$ cat config.mk
export PLATFORM = sky130hd
export DESIGN_NAME = instr_fetch_ctrl
export DESIGN_NICKNAME = d
export VERILOG_FILES = /design/src/rtl/instr_fetch_ctrl.sv
export SDC_FILE = /design/constraint.sdc
export NUM_CORES = 1
export LEC_CHECK = 0
export ABC_AREA = 1
export ABC_CLOCK_PERIOD_IN_PS = 2750
export CAP_MARGIN = 20
export CORE_MARGIN = 8
export CORE_UTILIZATION = 52
export CTS_CLUSTER_SIZE = 8
export DETAILED_ROUTE_END_ITERATION = 8
export PLACE_DENSITY_LB_ADDON = 0.25
export SYNTH_ARGS = -nofsm -noshare
export SYNTH_HDL_FRONTEND = slang
export SYNTH_SLANG_ARGS = --single-unit
$ cat constraint.sdc
create_clock -name i_clk -period 2.75 [get_ports i_clk]
set_input_delay 0.55 -clock i_clk [delete_from_list [all_inputs] [get_ports i_clk]]
set_output_delay 0.55 -clock i_clk [all_outputs]
set_load 0.03 [all_outputs]
$ cat src/rtl/instr_fetch_ctrl.sv
`default_nettype none
// ============================================================================
// Module   : instr_fetch_ctrl
// Purpose  : PC sequencer and prefetch queue feeding decode; flushes on redirect.
//            Optional macro IFETCH_BOUNDS_CHECK_EN adds an out-of-range HALT state.
// Revision : 1.0 - initial release
// ============================================================================
module instr_fetch_ctrl #(
  parameter int          DEPTH     = 2,
  parameter int          NUM_INSTR = 11,
  parameter logic [31:0] RESET_PC  = 32'd0
) (
  input  logic        i_clk,
  input  logic        i_rst_n,
  input  logic        i_en,
  output logic [31:0] o_imem_addr,
  input  logic [31:0] i_imem_data,
  input  logic        i_redirect,
  input  logic [31:0] i_redirect_pc,
  output logic [31:0] o_instr,
  output logic [31:0] o_instr_pc,
  output logic        o_valid,
  input  logic        i_ready,
  output logic        o_fault
);

  localparam int                PTR_W    = $clog2(DEPTH);
  localparam int                CNT_W    = PTR_W + 1;
  localparam logic [CNT_W-1:0]  FULL_CNT = CNT_W'(DEPTH);

  logic [31:0]      instr_q [DEPTH];
  logic [31:0]      pc_q    [DEPTH];
  logic [PTR_W-1:0] wr_ptr_q;
  logic [PTR_W-1:0] rd_ptr_q;
  logic [CNT_W-1:0] count_q;
  logic [31:0]      fetch_pc_q;

  logic pop;
  logic can_fetch;
  logic push;

  assign o_imem_addr = fetch_pc_q;
  assign o_valid     = (count_q != '0);
  assign o_instr     = instr_q[rd_ptr_q];
  assign o_instr_pc  = pc_q[rd_ptr_q];

  assign pop       = o_valid & i_ready;
  // A pop in the same cycle frees a slot, so a full queue can still accept.
  assign can_fetch = i_en & ~i_redirect & ((count_q != FULL_CNT) | pop);

`ifdef IFETCH_BOUNDS_CHECK_EN
  typedef enum logic [0:0] {
    RUN  = 1'b0,
    HALT = 1'b1
  } state_t;

  state_t state_q;
  logic   fault_q;
  logic   out_of_range;
  logic   halt;

  assign out_of_range = (fetch_pc_q >= 32'(NUM_INSTR));
  assign push         = (state_q == RUN) & can_fetch & ~out_of_range;
  assign halt         = (state_q == RUN) & can_fetch &  out_of_range;
  assign o_fault      = fault_q;
`else
  logic unused_range_ok;

  assign unused_range_ok = (fetch_pc_q < 32'(NUM_INSTR));
  assign push            = can_fetch;
  assign o_fault         = 1'b0;
`endif

  always_ff @(posedge i_clk or negedge i_rst_n) begin
    if (!i_rst_n) begin
      for (int i = 0; i < DEPTH; i++) begin
        instr_q[i] <= '0;
        pc_q[i]    <= '0;
      end
      wr_ptr_q   <= '0;
      rd_ptr_q   <= '0;
      count_q    <= '0;
      fetch_pc_q <= RESET_PC;
`ifdef IFETCH_BOUNDS_CHECK_EN
      state_q    <= RUN;
      fault_q    <= 1'b0;
`endif
    end else if (i_redirect) begin
      // Redirect wins over push/pop; any handshake this cycle is simply dropped.
      wr_ptr_q   <= '0;
      rd_ptr_q   <= '0;
      count_q    <= '0;
      fetch_pc_q <= i_redirect_pc;
`ifdef IFETCH_BOUNDS_CHECK_EN
      state_q    <= RUN;
      fault_q    <= 1'b0;
`endif
    end else begin
      if (push) begin
        instr_q[wr_ptr_q] <= i_imem_data;
        pc_q[wr_ptr_q]    <= fetch_pc_q;
        wr_ptr_q          <= wr_ptr_q + 1'b1;
        fetch_pc_q        <= fetch_pc_q + 32'd1;
      end
      if (pop) begin
        rd_ptr_q <= rd_ptr_q + 1'b1;
      end
      case ({push, pop})
        2'b10:   count_q <= count_q + 1'b1;
        2'b01:   count_q <= count_q - 1'b1;
        default: count_q <= count_q;
      endcase
`ifdef IFETCH_BOUNDS_CHECK_EN
      if (halt) begin
        state_q <= HALT;
        fault_q <= 1'b1;
      end
`endif
    end
  end

endmodule
`default_nettype wire

==> run metrics <==
worst hold path type in -> async; grt ovf 0; die outline height 142 um; Max rail drop VDD between 0.0005 and 0.0006 V; part of the Yosys area used for sequential elements between 40% and 50%; buffer cell driving the clock tree root clkbuf_16; data arrival at the endpoint of the critical path 2.09 ns; overall die width around 140 um; number of buffer cells added on primary ports ~170; Final nets 1,311; largest net degree at the start of global routing slightly above 70; Area contributors post-synth dfrtp_1, nand2_1, o21ai_1; number of buffers created by CTS 17; maximum fanout along the worst path 25; outcome completed; first-pass GRT wire length about 36,000 um; average size of a mapped cell 7.54 um2; slew at the pin with the worst max-slew slack between 0.6 and 0.7 ns; number of synthesized register bits 164; Layout Area Growth over Synthesis 29.9%; floorplan die area 0.0201 mm2; cell taking the most area after synthesis dfrtp_1; vias in the first global route between 7k and 8k; longest individual stage delay on the worst path 0.67 ns; CTS tree done; WP buf/inv 3; Cell Int Power between 6 and 7 mW; cell with the most instances on the worst path nand2_1; Slowest-stage cell, CP clkdlybuf4s50_1; Pins Over Slew Limit 0; max-cap violation count 0; fraction of the cycle the final worst path needs 96.2%; TritonCTS Sinks approximately 160; worst slack at placement approximately 0.48 ns; Mapped Nets ~1.2k; net switching power of the design around 4.0 mW; placed wire-length estimate 15,300 um; boundary pin count roughly 170; Cell Rows 46; sequential cell fraction of total power a little over a third; antenna violations before repair 0; overall routed net length between 20,000 and 25,000 um; total setup violations reported at the end of the flow 0; Multi-input gate area around 0.0034 mm2; clock skew after layout about 0.009 ns; average wire length per cell after detail routing roughly 15 um; number of nets with antenna violations after detailed routing 0; CP Depth 5; number of diodes 0; Max clock buf depth 2; Clock Power Share between 20% and 30%; Sw Share 38.3%; remaining max-slew budget at the tightest pin 57.3%; total placed instance area between 0.01 and 0.015 mm2; most common library cell in the layout ignoring fill and taps nand2_1; CTS clock-pin slew for the worst setup and hold paths 0.06 ns; type of the setup path with the least slack reg -> out; GRT Overall Usage between 20 and 25%; gp weighted congestion roughly 0.91; cell area after synthesis roughly 0.0082 mm2; Gate power share between 40% and 50%; data required time of the critical path between 2 and 2.5 ns; number of cells on the worst reg-to-reg path 7; fillers between 1k and 1.5k; share of post-route cells with drive strength above 1 about 8.7%; Final min period between 2 and 3 ns; violation count after the first detailed-routing iteration about 430; power per standard cell area a little under 1000 mW/mm2; cell family with most CP delay buffers and inverters; share of the synthesized area in the top cell type ~50%; Critical Path, Cell by Cell clkinv_2, buf_12, nand2_1, nand2_1, clkdlybuf4s50_1; commonest non-fill, non-tap cells in the layout nand2_1, dfrtp_1, clkdlybuf4s50_1; number of remaining DRC errors 0; unrepaired setup endpoints after global routing no; Detailed Routing Iterations Pass 1 5; synthesized netlist cell count between 1k and 1.5k; maximum level of the CTS H-tree 4; category of the worst setup path capture point primary output; number of endpoints with negative hold slack in the final report 0; final instance area 0.0107 mm2; Via density between 5 and 6; number of library cell types mapped by synthesis 28; initial core utilization a little over half; Leakage Power 5.39 nW; area of the core region 0.0157 mm2; accumulated negative setup slack 0 ns; Sequential cell area between 0.004 and 0.005 mm2; type of origin of the critical path flip-flop; insertion delay to the later sink of the worst-skew pair 0.43 ns; final worst setup slack 0.106 ns; DR vias 7,372; Ys Warns 0; post-cts hold buffer count 0; Max Fclk 0.378 GHz
[cells by family after synthesis]
| family | synth area share (%) |
|---|---|
| simple gates | 27.7 |
| xor+xnor | 1.70 |
| compound gates | 11.0 |
| buf+inv | 9.56 |
| other cells | 0.0455 |
| fa+ha+maj | 0.152 |
| flops | 49.8 |
[sequential cells by signal (all words and copies together), names as in the netlist]
| register | cells |
|---|---|
| o_imem_addr | 32 |
| pc_q | 64 |
| count_q | 2 |
| rd_ptr_q | 1 |
| instr_q | 64 |
| wr_ptr_q | 1 |
[synthesized netlist by cell type (all sizes together)]
cell	number
o211ai	3
xor2	15
conb	1
nor2	56
o21ai	155
inv	110
ha	1
xnor2	1
clkbuf	21
o221ai	3
buf	31
a21oi	4
o21bai	3
dfrtp	164
a31oi	1
nand3	26
nand2	499
[layout make-up]
type	count	area share, %
clock buffer	20	4.07
clock inverter	12	1.68
inverter	110	3.91
multi-input combinational	768	31.4
sequential	164	38.3
tap	216	2.52
timing repair buffer	180	18.1
[per-layer routing]
| metal | up-vias | share of wire (%) | wire [um] | track usage, % |
|---|---|---|---|---|
| met3 | 30 | 7.1 | 1540 | 4.66 |
| met4 | 0 | 2.2 | 482 | 8.54 |
| met1 | 3425 | 44 | 9670 | 29.7 |
| met5 | - | 0 | 0 | 0 |
| met2 | 235 | 46 | 10100 | 34.9 |
| li1 | 3682 | - | - | - |
[through the flow]
step	std cells	utilization, %	total power [mW]	hold WS, ns
after floorplan	1094	-	6.17	0.254
after global placement	1438	64.2	7.92	0.465
after detailed placement	1438	64.2	8.02	0.468
after CTS	1470	68.2	10.5	0.136
after global routing	1470	68.2	11.1	0.155
final	1470	68.2	10.5	0.120
[path summary, 6_finish.rpt]
path	start	endpoint	slack, ns
max	rd_ptr_q	o_instr[17]	0.11
min	i_rst_n	instr_q[30]	0.12
max reg2reg	count_q[0]	count_q[0]	1.02
min reg2reg	instr_q[8]	instr_q[8]	0.48
max in group asynchronous	i_rst_n	o_imem_addr[26]	1.95
min in group i_clk	instr_q[8]	instr_q[8]	0.48
[timing repair]
item	in CTS	in global routing
endpoints found under the hold margin	0	0
setup endpoints to repair	0	30
buffers inserted	0	0
resized for setup	0	2
[power by group through the flow]
stage / registers [mW] / logic (mW) / clock network [mW]
2_1_floorplan: 3.73 / 2.44 / 0
3_3_place_gp: 3.67 / 4.25 / 0
3_5_place_dp: 3.70 / 4.32 / 0
4_1_cts: 3.67 / 4.34 / 2.52
5_1_grt: 3.78 / 4.66 / 2.63
6_report: 3.68 / 4.29 / 2.49
Power figures use the tool's default switching activity.
